### src/rtl/uart_pkg.sv
// Shared definitions for the parametrised UART: FSM state encoding, parity
// mode constants and a frame-length helper.
package uart_pkg;

  typedef enum logic [2:0] {
    IDLE       = 3'd0,
    START_BIT  = 3'd1,
    DATA_BITS  = 3'd2,
    PARITY_BIT = 3'd3,
    STOP_BIT   = 3'd4
  } tx_state_e;

  localparam int PARITY_NONE = 0;
  localparam int PARITY_ODD  = 1;
  localparam int PARITY_EVEN = 2;

  // Frame length in bit periods; multiply by CLK_DIV for clock cycles.
  function automatic int frame_len(input int data_bits, input int parity,
                                   input int stop_bits);
    return 1 + data_bits + ((parity != PARITY_NONE) ? 1 : 0) + stop_bits;
  endfunction

endpackage

### src/rtl/uart_tx_param_if.sv
// Valid/ready word handshake between a word source and the UART transmitter.
interface uart_tx_param_if #(
  parameter int DATA_BITS = 8
);
  logic                 in_valid;
  logic                 in_ready;
  logic [DATA_BITS-1:0] in_data;

  modport master (output in_valid, output in_data, input in_ready);
  modport slave  (input in_valid, input in_data, output in_ready);
endinterface

### src/rtl/uart_baud_tick.sv
// Bit-period divider: counts 0..CLK_DIV-1 while run is high and pulses tick
// on the wrap cycle. Shared with the receiver.
module uart_baud_tick #(
  parameter int CLK_DIV = 16
) (
  input  logic clk,
  input  logic reset,
  input  logic clear,
  input  logic run,
  output logic tick
);
  localparam int              CW   = $clog2(CLK_DIV);
  localparam logic [CW-1:0]   LAST = CW'(CLK_DIV - 1);

  logic [CW-1:0] cnt_q, cnt_d;

  // tick ignores clear so the ready path in the transmitter has no loop
  assign tick = run && (cnt_q == LAST);

  always_comb begin
    cnt_d = cnt_q;
    if (clear) begin
      cnt_d = '0;
    end else if (run) begin
      cnt_d = tick ? '0 : cnt_q + 1'b1;
    end
  end

  always_ff @(posedge clk) begin
    if (reset) begin
      cnt_q <= '0;
    end else begin
      cnt_q <= cnt_d;
    end
  end

endmodule

### src/rtl/uart_tx_param.sv
// Parametrised UART transmitter with internal baud divider, optional parity,
// 1/2 stop bits and a gap-free valid/ready word input.
//
// state      | meaning
// IDLE       | line high, waiting for a word
// START_BIT  | driving the start bit (0)
// DATA_BITS  | shifting data bits out of shift_q[0]
// PARITY_BIT | driving the latched parity bit
// STOP_BIT   | driving stop bit(s) (1); last cycle may accept the next word
module uart_tx_param #(
  parameter int CLK_DIV   = 16,
  parameter int DATA_BITS = 8,
  parameter int PARITY    = 0,
  parameter int STOP_BITS = 1,
  parameter int MSB_FIRST = 0
) (
  input  logic             clk,
  input  logic             reset,
  input  logic             en,
  uart_tx_param_if.slave   in_if,
  output logic             out,
  output logic             busy,
  output logic             done
);
  import uart_pkg::*;

  localparam int            BW        = $clog2(DATA_BITS);
  localparam logic [BW-1:0] LAST_DATA = BW'(DATA_BITS - 1);
  localparam logic [BW-1:0] LAST_STOP = BW'(STOP_BITS - 1);
  localparam bit            HAS_PAR   = (PARITY != PARITY_NONE);

  if (CLK_DIV < 2 || CLK_DIV > 65535) begin : g_bad_clk_div
    $error("uart_tx_param: CLK_DIV out of range 2..65535");
  end
  if (DATA_BITS < 5 || DATA_BITS > 9) begin : g_bad_data_bits
    $error("uart_tx_param: DATA_BITS out of range 5..9");
  end
  if (PARITY < 0 || PARITY > 2) begin : g_bad_parity
    $error("uart_tx_param: PARITY must be 0, 1 or 2");
  end
  if (STOP_BITS < 1 || STOP_BITS > 2) begin : g_bad_stop_bits
    $error("uart_tx_param: STOP_BITS must be 1 or 2");
  end
  if (MSB_FIRST < 0 || MSB_FIRST > 1) begin : g_bad_msb_first
    $error("uart_tx_param: MSB_FIRST must be 0 or 1");
  end

  tx_state_e            state_q, state_d;
  logic [DATA_BITS-1:0] shift_q, shift_d;
  logic [BW-1:0]        bit_q, bit_d;
  logic                 par_q, par_d;
  logic                 done_q, done_d;
  logic [DATA_BITS-1:0] load_word;
  logic                 tick, last_cycle, accept;

  uart_baud_tick #(.CLK_DIV(CLK_DIV)) u_baud (
    .clk   (clk),
    .reset (reset),
    .clear (accept),
    .run   (state_q != IDLE),
    .tick  (tick)
  );

  assign last_cycle     = tick && (state_q == STOP_BIT) && (bit_q == LAST_STOP);
  assign in_if.in_ready = en && !reset && ((state_q == IDLE) || last_cycle);
  assign accept         = in_if.in_valid && in_if.in_ready;

  // The shift register always emits bit 0, so MSB-first words are reversed on load
  always_comb begin
    load_word = in_if.in_data;
    if (MSB_FIRST != 0) begin
      for (int i = 0; i < DATA_BITS; i++) begin
        load_word[i] = in_if.in_data[DATA_BITS-1-i];
      end
    end
  end

  always_comb begin
    state_d = state_q;
    shift_d = shift_q;
    bit_d   = bit_q;
    par_d   = par_q;
    done_d  = 1'b0;
    case (state_q)
      IDLE: ;
      START_BIT: begin
        if (tick) begin
          state_d = uart_pkg::DATA_BITS;
          bit_d   = '0;
        end
      end
      uart_pkg::DATA_BITS: begin
        if (tick) begin
          shift_d = shift_q >> 1;
          if (bit_q == LAST_DATA) begin
            bit_d   = '0;
            state_d = HAS_PAR ? PARITY_BIT : STOP_BIT;
          end else begin
            bit_d = bit_q + 1'b1;
          end
        end
      end
      PARITY_BIT: begin
        if (tick) begin
          state_d = STOP_BIT;
          bit_d   = '0;
        end
      end
      STOP_BIT: begin
        if (tick) begin
          if (bit_q == LAST_STOP) begin
            state_d = IDLE;
            bit_d   = '0;
            done_d  = 1'b1;
          end else begin
            bit_d = bit_q + 1'b1;
          end
        end
      end
      default: state_d = IDLE;
    endcase
    if (accept) begin
      state_d = START_BIT;
      shift_d = load_word;
      bit_d   = '0;
      par_d   = (^in_if.in_data) ^ (PARITY == PARITY_ODD);
    end
  end

  always_ff @(posedge clk) begin
    if (reset) begin
      state_q <= IDLE;
      shift_q <= '0;
      bit_q   <= '0;
      par_q   <= 1'b0;
      done_q  <= 1'b0;
    end else begin
      state_q <= state_d;
      shift_q <= shift_d;
      bit_q   <= bit_d;
      par_q   <= par_d;
      done_q  <= done_d;
    end
  end

  always_comb begin
    case (state_q)
      START_BIT:           out = 1'b0;
      uart_pkg::DATA_BITS: out = shift_q[0];
      PARITY_BIT:          out = par_q;
      default:             out = 1'b1;
    endcase
  end

  assign busy = (state_q != IDLE);
  assign done = done_q;

endmodule

### src/flat_wrapper.sv
// flat-port wrapper written by rule: the top's interface ports become plain ports
module uart_tx_param_flat import uart_pkg::*;
#(
  parameter int CLK_DIV   = 16,
  parameter int DATA_BITS = 8,
  parameter int PARITY    = 0,
  parameter int STOP_BITS = 1,
  parameter int MSB_FIRST = 0
)
  (clk, reset, en, out, busy, done, in_if_in_valid, in_if_in_data, in_if_in_ready);
  uart_tx_param_if #(.DATA_BITS(DATA_BITS)) in_if_i ();
  input  logic clk;
  input  logic reset;
  input  logic en;
  output logic out;
  output logic busy;
  output logic done;
  input wire logic [$bits(in_if_i.in_valid)-1:0] in_if_in_valid;
  input wire logic [$bits(in_if_i.in_data)-1:0] in_if_in_data;
  output wire logic [$bits(in_if_i.in_ready)-1:0] in_if_in_ready;
  assign in_if_i.in_valid = in_if_in_valid;
  assign in_if_i.in_data = in_if_in_data;
  assign in_if_in_ready = in_if_i.in_ready;
  uart_tx_param #(.CLK_DIV(CLK_DIV), .DATA_BITS(DATA_BITS), .PARITY(PARITY), .STOP_BITS(STOP_BITS), .MSB_FIRST(MSB_FIRST)) u_core (.clk(clk), .reset(reset), .en(en), .in_if(in_if_i), .out(out), .busy(busy), .done(done));
endmodule
### config.mk
export PLATFORM = sky130hd
export DESIGN_NAME = uart_tx_param_flat
export DESIGN_NICKNAME = d
export VERILOG_FILES = /design/src/rtl/uart_pkg.sv /design/src/rtl/uart_tx_param_if.sv /design/src/rtl/uart_baud_tick.sv /design/src/rtl/uart_tx_param.sv /design/src/flat_wrapper.sv
export SDC_FILE = /design/constraint.sdc
export NUM_CORES = 1
export LEC_CHECK = 0
export BUFFER_PORTS_ARGS = -buffer_cell sky130_fd_sc_hd__clkbuf_2
export CAP_MARGIN = 10
export CORE_ASPECT_RATIO = 0.7
export CORE_MARGIN = 4
export CORE_UTILIZATION = 35
export DETAILED_ROUTE_END_ITERATION = 6
export PLACE_DENSITY = 0.49
export SLEW_MARGIN = 30
export SYNTH_ARGS = -nofsm -noshare
export SYNTH_HDL_FRONTEND = slang
export SYNTH_SLANG_ARGS = --single-unit
export TNS_END_PERCENT = 5
### constraint.sdc
create_clock -name clk -period 1.9 [get_ports clk]
set_input_delay 0.38 -clock clk [delete_from_list [all_inputs] [get_ports clk]]
set_output_delay 0.38 -clock clk [all_outputs]
set_load 0.05 [all_outputs]
* Word level (Yosys, flattened, before mapping)
Cells that the tools add are included.
** Word-level totals
- Bits in registers :: 20
- Input bits :: 12
- Output and inout bits :: 4
- Logic and storage cells :: 74
** Cells by class
- Add/sub/neg operators :: 2
- Eq/ne operators :: 20
- Muxes and demuxes :: 20
- Bitwise logic cells :: 3
- Reduce and logical (&&, ||, !) cells :: 22
** Operator list (count)
- $mux 3 :: 11
- $mux 8 :: 3
- $ne 3x1->1 const B :: 5
- $pmux 3 s5 :: 1
- $ne 2x1->1 const B :: 7
- $reduce_and 7->1 :: 2
- $pmux 3 s3 :: 1
- $reduce_xor 8->1 :: 1
- $eq 3x2->1 const B :: 2
- $eq 3x3->1 const B :: 2
- $logic_and 1x1->1 :: 6
- $logic_not 3->1 :: 2
- $reduce_bool 3->1 :: 2
- $add 4x1->4 const B :: 1
- $eq 4x4->1 const B :: 1
- $mux 4 :: 1
- $reduce_and 4->1 :: 1
- $reduce_bool 2->1 :: 2
- $reduce_or 2->1 :: 2
- $add 3x1->3 const B :: 1
- $eq 3x1->1 const B :: 1
- $ne 3x2->1 const B :: 1
- $not 1->1 :: 3
- $pmux 1 s3 :: 1
- other kinds (6) :: 7

* Depth between registers and ports, before layout
Gate-level depths: netlist of the first run.
- Depth after elaboration :: 9
- Depth in mapped cells :: 7
- Depth with buffers taken out :: 6

* Cells and area by module
From an unflattened synthesis of the first run, not the netlist that was laid out.
** Second synthesis, totals
- Cell total of the unflattened synthesis :: 124
- Area total of the unflattened synthesis :: 1124.8 µm²
** By module, submodules not included
- uart_tx_param :: times used 1, cells an instance 103, area each 932.1 µm², sequential area each 320.3 µm²
- uart_baud_tick :: times used 1, cells an instance 21, area each 192.7 µm², sequential area each 80.1 µm²

* Least setup slack after synthesis of the first run
Ideal clock, no wire load.
- Kind :: reg2reg
- From :: reg u_core.u_baud.cnt_q[0]
- To :: reg u_core.par_q
- Setup time :: 0.191 ns
- Data arrival time :: 2.270 ns
- Data required time :: 1.709 ns
- Slack :: -0.561 ns
- Stages on the path, launching flop included :: 6
- Path buffers :: 0
- Period minus slack after synthesis :: 2.461 ns
- Cells stage by stage :: dfxtp_1 ha_1 and3_2 a21oi_2 nor3_1 a311oi_1
** Between the ends
- Longest elaborated chain between the ends :: 7
** RTL lines
- start: declaration :: line uart_baud_tick.sv:15 : logic [CW-1:0] cnt_q, cnt_d;
- start signal: assignment :: line uart_baud_tick.sv:33 : cnt_q <= cnt_d;
- $eq 4x4->1 :: line uart_baud_tick.sv:18 : assign tick = run && (cnt_q == LAST);
- $logic_and 1x1->1 :: line uart_baud_tick.sv:18
- $logic_and 1x1->1 (2 in series) :: line uart_tx_param.sv:64 : assign last_cycle = tick && (state_q == STOP_BIT) && (bit_q == LAST_STOP);
- $logic_or 1x1->1 :: line uart_tx_param.sv:65 : assign in_if.in_ready = en && !reset && ((state_q == IDLE) || last_cycle);
- $logic_and 1x1->1 :: line uart_tx_param.sv:65
- net in_if_in_ready :: line flat_wrapper.sv:20 : output wire logic [$bits(in_if_i.in_ready)-1:0] in_if_in_ready;
- $logic_and 1x1->1 :: line uart_tx_param.sv:66 : assign accept = in_if.in_valid && in_if.in_ready;
- end signal: assignment :: line uart_tx_param.sv:141 : par_q <= par_d;
- end: declaration :: line uart_tx_param.sv:51 : logic par_q, par_d;
The timed path passes the listed nets, and every way through them passes these cells.
A chain may end at the register's enable or synchronous reset.

* Final worst setup path of the first run
- From :: reg u_core.u_baud.cnt_q[1]
- To :: out in_if_in_ready
** Between the ends
- Longest elaborated chain between the ends :: 6
** RTL lines (line)
- $eq 4x4->1 :: uart_baud_tick.sv:18
- $logic_and 1x1->1 :: uart_baud_tick.sv:18
- $logic_and 1x1->1 (2 in series) :: uart_tx_param.sv:64
- $logic_or 1x1->1 :: uart_tx_param.sv:65
- $logic_and 1x1->1 :: uart_tx_param.sv:65
- end: declaration :: flat_wrapper.sv:20
Every way passes these cells.

==> results of run 1 <==
## cells in the mapped netlist, drive strengths merged, types with 3 or more instances
cell and count:
a211oi 7, a21oi 9, dfxtp 20, ha 4, inv 6, mux2i 8, nand2 8, nand2b 3
nand3 7, nor2 9, nor3 12, o21ai 5, xnor2 7
## stage by stage
stage / hold WS (ns) / cell area, um2 / util (%) / cells
after floorplan: 0.449 / 1100 / - / 125
after global placement: 0.462 / 1270 / 44.2 / 181
after detailed placement: 0.470 / 1270 / 44.2 / 181
after CTS: 0.336 / 1380 / 47.7 / 185
after global routing: 0.350 / 1390 / 48.1 / 185
final: 0.345 / 1390 / 48.1 / 185
## per-layer routing
layer | track usage [%] | vias up
li1 | - | 506
met1 | 22.1 | 441
met2 | 19.7 | 12
met3 | 4.40 | 5
met4 | 4.44 | 0
met5 | 0 | -
## cell type report
class                           count  area [um2]  area share [%]
Clock buffer                        3        41.3            2.98
Clock inverter                      1        30.0            2.16
Inverter                            6        22.5            1.62
Multi-Input combinational cell     95         692            49.9
Sequential cell                    20         404            29.1
Tap cell                           36        45.0            3.25
Timing Repair Buffer               24         153            11.0
## kinds of logic (layout without fill, tap and decap cells)
kind of cell             Yosys count  after routing
AND/OR/NAND/NOR                   45             45
AO/OA/AOI/OAI                     30             30
flip-flops                        20             20
buffers and inverters             10             34
XOR/XNOR                           8              8
multiplexers                       8              8
adder cells (fa/ha/maj)            4              4
## registers in the layout, summed over array words and instances, names as in the netlist
register             cells
u_core.shift_q           8
u_core.par_q             1
u_core.bit_q             3
u_core.done              1
u_core.state_q           3
u_core.u_baud.cnt_q      4
## cell usage in the layout (no fill, tap or decap), drive strengths merged, types with 4 or more instances in the layout
cell type | netlist | layout
nor3 | 12 | 12
a21oi | 9 | 9
a211oi | 7 | 7
o21ai | 5 | 5
mux2i | 8 | 8
dfxtp | 20 | 20
nand3 | 7 | 7
ha | 4 | 4
inv | 6 | 6
clkbuf | 2 | 17
nor2 | 9 | 9
xnor2 | 7 | 7
nand2 | 8 | 8
buf | 2 | 10
## repair_timing
| action | 4_1_cts | 5_1_grt |
|---|---|---|
| setup endpoints to repair | 1 | 2 |
| pin swaps | 0 | 2 |
| gates resized for setup | 7 | 5 |
## where the power goes
| part | internal [uW] | switching, uW |
|---|---|---|
| clock network | 282 | 146 |
| registers | 431 | 9.91 |
| logic | 53.0 | 64.9 |
## final timing paths
| check | start | to | slack [ns] |
|---|---|---|---|
| hold / removal | in_if_in_valid | u_core.par_q | 0.35 |
| setup reg to reg | u_core.u_baud.cnt_q[1] | u_core.shift_q[3] | 0.22 |
| hold reg to reg | u_core.bit_q[0] | u_core.bit_q[0] | 0.47 |
| setup / recovery | u_core.u_baud.cnt_q[1] | in_if_in_ready | 0.09 |
==> impl_metrics.py, run 1 <==
metrics = {
    "grt": {
        "gr-total-overflow": 0,
        "grt_usage_pct": 14.7,
        "grt_pass1_vias": 916,
        "antenna_found_initial": 0,
        "grt_max_degree": 13,
        "grt_pass1_wl_um": 4420,
    },
    "placed_design": {
        "io_buffers": 15,
        "globalplace.congestion": 0.795,
        "dpl_worst_slack_ns": 0.177,
        "dp_hpwl_um": 2030,
    },
    "timing": {
        "max_freq_mhz": 554,
        "period_share_pct": 95.0,
        "fin_skew_ns": 0.00566,
        "slew_violations": 0,
        "fin_setup_tns_ns": 0,
        "timing.final.crit_period_ns": 1.81,
        "max_slew.worst_pin.slew_ns": 0.353,
        "setup_violations": 0,
        "hold_viol": 0,
        "maxSlewHeadroom_pct": 76.5,
        "fin_ws_ns": 0.0944,
    },
    "clock_network": {
        "clkTransAtPathRegs_ns": 0.08,
        "cts_made_buffers": 3,
        "cts.sinks": 20,
        "post_cts_buffers": 0,
        "clockBufferDepth": 2,
        "cts-root-buf": "clkbuf_8",
        "insertion_delay_ns": 0.26,
        "cts_tree": "built",
        "cts-hold-fix-buffers": 0,
        "h-tree-depth": 1,
    },
    "synthesis": {
        "async_reset_ff_share_pct": 0,
        "synthFlopType": "dfxtp_1",
        "synth-edff-count": 0,
        "synth_xor_area_share_pct": 6.41,
        "ys_types": 34,
        "muxShareOfSynthArea_pct": 7.32,
        "syn-num-nets": 141,
        "yosys_warnings": 0,
        "synth_fa_ha_area_share_pct": 4.58,
        "synth_compound_area_share_pct": 18.6,
        "synth_top_cell_by_area": "dfxtp_1",
        "yosys.area_share.simple_pct": 22.8,
        "synth_seq_cells": 20,
        "syn_area_mm2": 0.00109,
        "yosysSeqAreaShare_pct": 36.6,
        "synth_top_family_by_area": "simple AND/OR/NAND/NOR gates",
        "netlist_top_cells_area": "dfxtp_1 37%, mux2i_1 7.3%, xnor2_1 5.6%, a211oi_1 4.8%, ha_1 4.6%",
        "synth_top_area_share_pct": 36.6,
        "syn_avg_cell_area_um2": 8.75,
        "synthCells": 125,
    },
    "finish": {
        "drive_gt1_share_pct": 26.2,
        "fill_cells": 297,
        "fin_nets": 166,
        "n_antenna_cell": 0,
        "area_growth_pct": 26.9,
    },
    "power": {
        "design_power_total_uw": 987,
        "leakagePower_uw": 0.000525,
        "ir_worst_vdd_mv": 0.324,
        "powerDensity_mw_per_mm2": 711,
    },
    "setup_path": {
        "crit_chain": "ha_1 > and3_4 > a21oi_4 > nor3_4 > buf_8",
        "timing.critical_path.depth": 5,
        "start_kind": "flip-flop",
        "max_stage_delay_ns": 0.35,
        "critPathArrivalTime_ns": 1.43,
        "path_max_fanout": 5,
        "critPathBufInv": 1,
        "cp_top_family": "simple AND/OR/NAND/NOR gates",
        "crit_required_ns": 1.52,
        "slowest_stage": "dfxtp_1",
        "path_class": "flip-flop to primary output",
        "cp-end-kind": "primary output",
        "rr_worst_depth": 6,
    },
    "floorplanning": {
        "row_count": 16,
        "core-area_mm2": 0.00288,
        "dieArea_mm2": 0.00410,
        "initial_core_util_pct": 37.9,
        "ioPinCount": 16,
        "die_w_um": 74.8,
        "die_height_um": 54.8,
    },
    "status": {
        "status": "finished, final reports clean",
    },
    "drt": {
        "drc": 0,
        "antenna_left": 0,
        "met3_length_um": 131,
        "wirelength_um": 2510,
        "drt-wirelength-per-cell_um": 13.5,
        "drt_pre_antenna_iters": 4,
        "met1Wirelength_um": 1310,
        "wl_met2_um": 1040,
        "num_vias": 964,
        "drt-initial-drc-count": 80,
        "routed.top_layer": "met4",
        "drt-vias-per-instance": 5.21,
    },
    "hold_path": {
        "min_path_type": "input port to flip-flop",
        "min_path_cells": 2,
    },
    "run": {
        "max_cap_violations": 0,
    },
}
No activity file was read; power rests on OpenSTA's default activity.
==> run 2, diff against run 1 <==
Settings changed: CORE_MARGIN 4 to not set, RECOVER_POWER set to 50.
==> impl_metrics.py, run 2 (synthesized netlist as in run 1, its figures left out) <==
metrics = {
    "status": {
        "status": "finished, final reports clean",
    },
    "placed_design": {
        "dpl_cell_area_mm2": 0.00126,
        "dp_hpwl_um": 1910,
        "dpl_worst_slack_ns": 0.0974,
        "io_buffers": 15,
        "globalplace.congestion": 0.755,
    },
    "setup_path": {
        "cp-end-kind": "primary output",
        "crit_required_ns": 1.52,
        "critPathArrivalTime_ns": 1.43,
        "path_class": "flip-flop to primary output",
        "start_kind": "flip-flop",
        "path_max_fanout": 6,
    },
    "finish": {
        "n_antenna_cell": 0,
        "multiInputGateArea_um2": 691,
        "fin_nets": 164,
        "top_register": "u_core.shift_q",
        "reg_top3": "u_core.shift_q: 8 flops, u_core.u_baud.cnt_q: 4 flops",
        "fin_area_mm2": 0.00137,
        "fill_cells": 296,
        "seqCellArea_um2": 407,
        "largest_reg_flops": 8,
        "drive_gt1_share_pct": 25.2,
        "final_common_cell": "dfxtp_1",
        "final_cell_mix": "17 x dfxtp_1, 13 x clkbuf_2, 9 x nor3_1",
        "fin_util_pct": 47.6,
        "area_growth_pct": 25.5,
    },
    "drt": {
        "drt-vias-per-instance": 5.26,
        "drt-initial-drc-count": 68,
        "drt-wirelength-per-cell_um": 13.6,
        "drt_pre_antenna_iters": 4,
        "antenna_left": 0,
        "drc": 0,
        "num_vias": 963,
        "wirelength_um": 2500,
    },
    "power": {
        "powerDensity_mw_per_mm2": 716,
        "leakagePower_uw": 0.000507,
        "switching_power_uw": 219,
        "power_frac_comb_pct": 11.9,
        "ir_worst_vdd_mv": 0.378,
        "power_frac_clock_pct": 43.3,
        "internal_power_uw": 763,
        "switching_share_pct": 22.3,
        "p_seq_share_pct": 44.8,
    },
    "timing": {
        "fin_ws_ns": 0.0853,
        "period_share_pct": 95.5,
        "max_freq_mhz": 551,
        "rsz0062_at_grt": "true",
        "slew_violations": 0,
        "max_slew.worst_pin.slew_ns": 0.587,
        "hold_viol": 0,
        "maxSlewHeadroom_pct": 61.0,
        "fin_setup_tns_ns": 0,
        "setup_violations": 0,
        "timing.final.crit_period_ns": 1.81,
        "fin_skew_ns": 0.00396,
    },
    "run": {
        "max_cap_violations": 0,
    },
    "floorplanning": {
        "initial_core_util_pct": 37.9,
        "die_height_um": 48.8,
        "ioPinCount": 16,
        "core-area_mm2": 0.00288,
        "dieArea_mm2": 0.00336,
        "die_w_um": 68.8,
        "row_count": 16,
    },
    "clock_network": {
        "cts_made_buffers": 3,
        "cts_tree": "built",
        "clkTransAtPathRegs_ns": 0.07,
        "cts-root-buf": "clkbuf_8",
        "cts.sinks": 20,
        "insertion_delay_ns": 0.26,
        "cts-hold-fix-buffers": 0,
        "h-tree-depth": 1,
        "clockBufferDepth": 2,
    },
    "grt": {
        "grt_max_degree": 13,
        "grt_usage_pct": 18.1,
        "grt_pass1_wl_um": 4490,
        "antenna_found_initial": 0,
        "grt_pass1_vias": 910,
        "gr-total-overflow": 0,
    },
    "hold_path": {
        "min_path_type": "input port to flip-flop",
    },
}
run 2: path summary, 6_finish.rpt:
path / from / endpoint / slack, ns / depth (start not counted)
setup / recovery: u_core.state_q[0] / busy / 0.09 / 3
hold / removal: in_if_in_valid / u_core.par_q / 0.35 / 2
setup reg to reg: u_core.u_baud.cnt_q[0] / u_core.shift_q[3] / 0.22 / 5
hold reg to reg: u_core.bit_q[0] / u_core.bit_q[0] / 0.48 / 2
run 2: what timing repair did:
| item | 4_1_cts | 5_1_grt |
|---|---|---|
| gates resized for setup | 11 | 3 |
| setup endpoints to repair | 1 | 2 |
| setup buffers | 0 | 0 |
| pin swaps | 0 | 1 |
run 2: cell type report:
class / count / share of cell area (%)
clock buffers: 3 / 3.01
clock inverters: 1 / 2.19
inverters: 6 / 1.64
multi-input cells: 95 / 50.3
flip-flops and latches: 20 / 29.6
well taps: 36 / 3.28
repair buffers: 22 / 9.94
run 2: critical path, stage by stage (launching register included):
cell      delay, ns
dfxtp_1        0.40
nor3_2         0.34
inv_1          0.17
clkbuf_2       0.27
run 2: layer usage:
metal,wire length (um),track usage [%]
met5,0,0
met4,0,2.38
met3,190,6.13
met2,970,22.5
met1,1340,29.6
run 2: metrics by stage:
stage	total power, uW	hold WS, ns	instances
after floorplan	527	0.449	125
after CTS	996	0.340	183
after global placement	561	0.459	179
final	982	0.350	183
after detailed placement	562	0.473	179
after global routing	1040	0.348	183
run 2: power groups by stage:
stage / Sequential (uW) / Combinational (uW) / Clock (uW)
final: 440 / 117 / 426
after global routing: 442 / 130 / 465
after CTS: 440 / 116 / 440
after detailed placement: 450 / 112 / 0
after global placement: 450 / 111 / 0
after floorplan: 446 / 80.9 / 0
==> run 3, diff against run 2 <==
Settings changed: ABC_AREA set to 1, CORE_MARGIN set to 2.
==> impl_metrics.py, run 3 <==
metrics = {
    "status": {
        "status": "finished, final reports clean",
    },
    "finish": {
        "final_cell_mix": "43 x nand2_1, 21 x inv_1, 18 x nand3_1, 18 x a21oi_1, 17 x dfxtp_1",
        "top_register": "u_core.shift_q",
        "reg_top3": "u_core.shift_q: 8 flops, u_core.u_baud.cnt_q: 4 flops",
        "area_growth_pct": 19.7,
        "multiInputGateArea_um2": 766,
        "seqCellArea_um2": 404,
        "n_antenna_cell": 0,
        "fin_nets": 214,
        "largest_reg_flops": 8,
        "fill_cells": 366,
        "final_common_cell": "nand2_1",
        "drive_gt1_share_pct": 23.4,
    },
    "setup_path": {
        "crit_required_ns": 1.52,
        "path_class": "flip-flop to primary output",
        "critPathBufInv": 2,
        "slowest_stage": "dfxtp_1",
        "start_kind": "flip-flop",
        "rr_worst_depth": 9,
        "timing.critical_path.depth": 4,
        "reg2reg_to": "u_core.bit_q[0]",
        "cp-end-kind": "primary output",
        "critPathArrivalTime_ns": 1.45,
        "ff2ff_setup_slack_ns": 0.21,
        "crit_chain": "inv_2 > nand3_2 > a21boi_4 > buf_8",
        "cp_top_family": "flip-flops",
        "reg2reg_from": "u_core.u_baud.cnt_q[1]",
        "max_stage_delay_ns": 0.36,
        "path_max_fanout": 10,
    },
    "drt": {
        "drc": 0,
        "drt_pre_antenna_iters": 4,
        "drt-initial-drc-count": 47,
        "drt-vias-per-instance": 4.75,
        "wirelength_um": 2770,
        "num_vias": 1174,
        "antenna_left": 0,
        "drt-wirelength-per-cell_um": 11.2,
    },
    "hold_path": {
        "min_path_type": "input port to flip-flop",
        "min_path_cells": 3,
        "min-delay-start": "in_if_in_data[7]",
        "whs_endpoint": "u_core.shift_q[7]",
    },
    "grt": {
        "gr-total-overflow": 0,
        "grt_pass1_vias": 1044,
        "antenna_found_initial": 0,
        "grt_max_degree": 20,
        "grt_usage_pct": 15.7,
        "grt_pass1_wl_um": 4770,
    },
    "power": {
        "p_seq_share_pct": 45.0,
        "ir_worst_vdd_mv": 0.428,
        "switching_power_uw": 304,
        "leakagePower_uw": 0.000655,
        "power_frac_clock_pct": 31.4,
        "powerDensity_mw_per_mm2": 673,
        "internal_power_uw": 708,
        "power_frac_comb_pct": 23.6,
        "switching_share_pct": 30.0,
        "design_power_total_uw": 1010,
    },
    "timing": {
        "fin_skew_ns": 0.00506,
        "max_slew.worst_pin.slew_ns": 0.588,
        "fin_setup_tns_ns": 0,
        "rsz0062_at_grt": "false",
        "period_share_pct": 96.2,
        "slew_violations": 0,
        "maxSlewHeadroom_pct": 61.0,
        "hold_viol": 0,
        "max_freq_mhz": 547,
        "timing.final.crit_period_ns": 1.83,
        "holdWs_ns": 0.439,
        "setup_violations": 0,
    },
    "floorplanning": {
        "initial_core_util_pct": 36.2,
        "dieArea_mm2": 0.00409,
        "die_w_um": 75.6,
        "ioPinCount": 16,
        "core-area_mm2": 0.00347,
        "row_count": 18,
        "die_height_um": 54.1,
    },
    "placed_design": {
        "io_buffers": 15,
        "globalplace.congestion": 0.837,
        "dp_hpwl_um": 2210,
    },
    "synthesis": {
        "syn_avg_cell_area_um2": 7.13,
        "yosysMostFrequentCell": "nand2_1",
        "synth-edff-count": 0,
        "synthCells": 176,
        "async_reset_ff_share_pct": 0,
        "ys_types": 27,
        "netlist_top_cells_area": "dfxtp_1 32%, nand2_1 13%, a21oi_1 7.2%, nand3_1 7.2%, inv_1 6.9%",
        "synth_top_area_share_pct": 31.9,
        "syn_area_mm2": 0.00125,
        "synth_common_cells": "43 x nand2_1, 23 x inv_1, 20 x dfxtp_1, 18 x a21oi_1, 18 x nand3_1",
        "yosys_warnings": 0,
        "syn-num-nets": 192,
        "yosysSeqAreaShare_pct": 31.9,
        "synth_top_cell_by_area": "dfxtp_1",
        "synthFlopType": "dfxtp_1",
        "synth_seq_cells": 20,
    },
    "clock_network": {
        "clockBufferDepth": 2,
        "cts-root-buf": "clkbuf_8",
        "insertion_delay_ns": 0.25,
        "clkTransAtPathRegs_ns": 0.07,
        "cts_made_buffers": 3,
        "cts.sinks": 20,
        "h-tree-depth": 1,
        "cts_tree": "built",
    },
    "run": {
        "max_cap_violations": 0,
    },
}
run 3: cell types whose count changed after synthesis, moves of 7 or more:
cell | previous run | this run
a211oi_1 | 7 | 0
nor3_1 | 10 | 0
a21oi_1 | 8 | 18
nand2_1 | 8 | 43
inv_1 | 6 | 23
nand4_1 | 0 | 8
mux2i_1 | 8 | 0
nand3_1 | 6 | 18
run 3: worst max path at each step:
stage	slack, ns	startpoint	endpoint
floorplan	0.13	u_core.u_baud.cnt_q[0]	in_if_in_ready
global placement	0.18	u_core.u_baud.cnt_q[0]	in_if_in_ready
detailed placement	0.14	u_core.u_baud.cnt_q[0]	in_if_in_ready
CTS	0.005	u_core.u_baud.cnt_q[1]	in_if_in_ready
global route	0.004	u_core.state_q[2]	in_if_in_ready
finish	0.07	u_core.state_q[2]	in_if_in_ready
run 3: routing by layer:
metal / up-vias / wire (um) / track usage [%]
met2: 23 / 1150 / 22.6
met5: - / 0 / 0
li1: 617 / - / -
met1: 532 / 1480 / 23.1
met3: 2 / 128 / 4.87
met4: 0 / 14 / 2.34
run 3: cell type report:
class | count | share of cell area [%]
inverter | 25 | 6.24
sequential | 20 | 26.9
tap | 50 | 4.16
multi-input combinational | 128 | 51.0
clock buffer | 4 | 3.66
timing repair buffer | 20 | 8.08
run 3: through the flow:
step / setup slack [ns] / util [%] / area, um2 / instances
floorplan: 0.135 / - / 1260 / 176
global placement: 0.175 / 40.2 / 1390 / 240
detailed placement: 0.137 / 40.2 / 1390 / 240
CTS: 0.00526 / 42.6 / 1480 / 246
global route: 0.00376 / 43.3 / 1500 / 247
finish: 0.0728 / 43.3 / 1500 / 247
run 3: power groups by stage:
stage / clock network [uW] / registers (uW) / logic, uW
floorplan: 0 / 458 / 177
global placement: 0 / 461 / 224
detailed placement: 0 / 462 / 228
CTS: 331 / 452 / 237
global route: 352 / 458 / 266
finish: 318 / 455 / 238
run 3: timing repair:
| action | 4_1_cts | 5_1_grt |
|---|---|---|
| resized for setup | 6 | 8 |
| hold buffers | 0 | 0 |
| endpoints found under the setup margin | 1 | 3 |
| pin swaps | 2 | 4 |
| setup buffers | 2 | 1 |
| hold endpoints to repair | 0 | 0 |
run 3: cells by family after synthesis:
logic type | Yosys count | synth area share, %
fa+ha+maj | 4 | 3.99
buf+inv | 28 | 8.97
simple gates | 90 | 38.1
compound gates | 25 | 10.8
flops | 20 | 31.9
xor+xnor | 9 | 6.28
run 3: worst register-to-register path, delay by kind of cell (launching register included):
kind                     cells  cell delay, ns
AO/OA/AOI/OAI                1            0.29
AND/OR/NAND/NOR              5            0.51
adder cells (fa/ha/maj)      1            0.14
buffers and inverters        2            0.27
flip-flops                   1            0.36
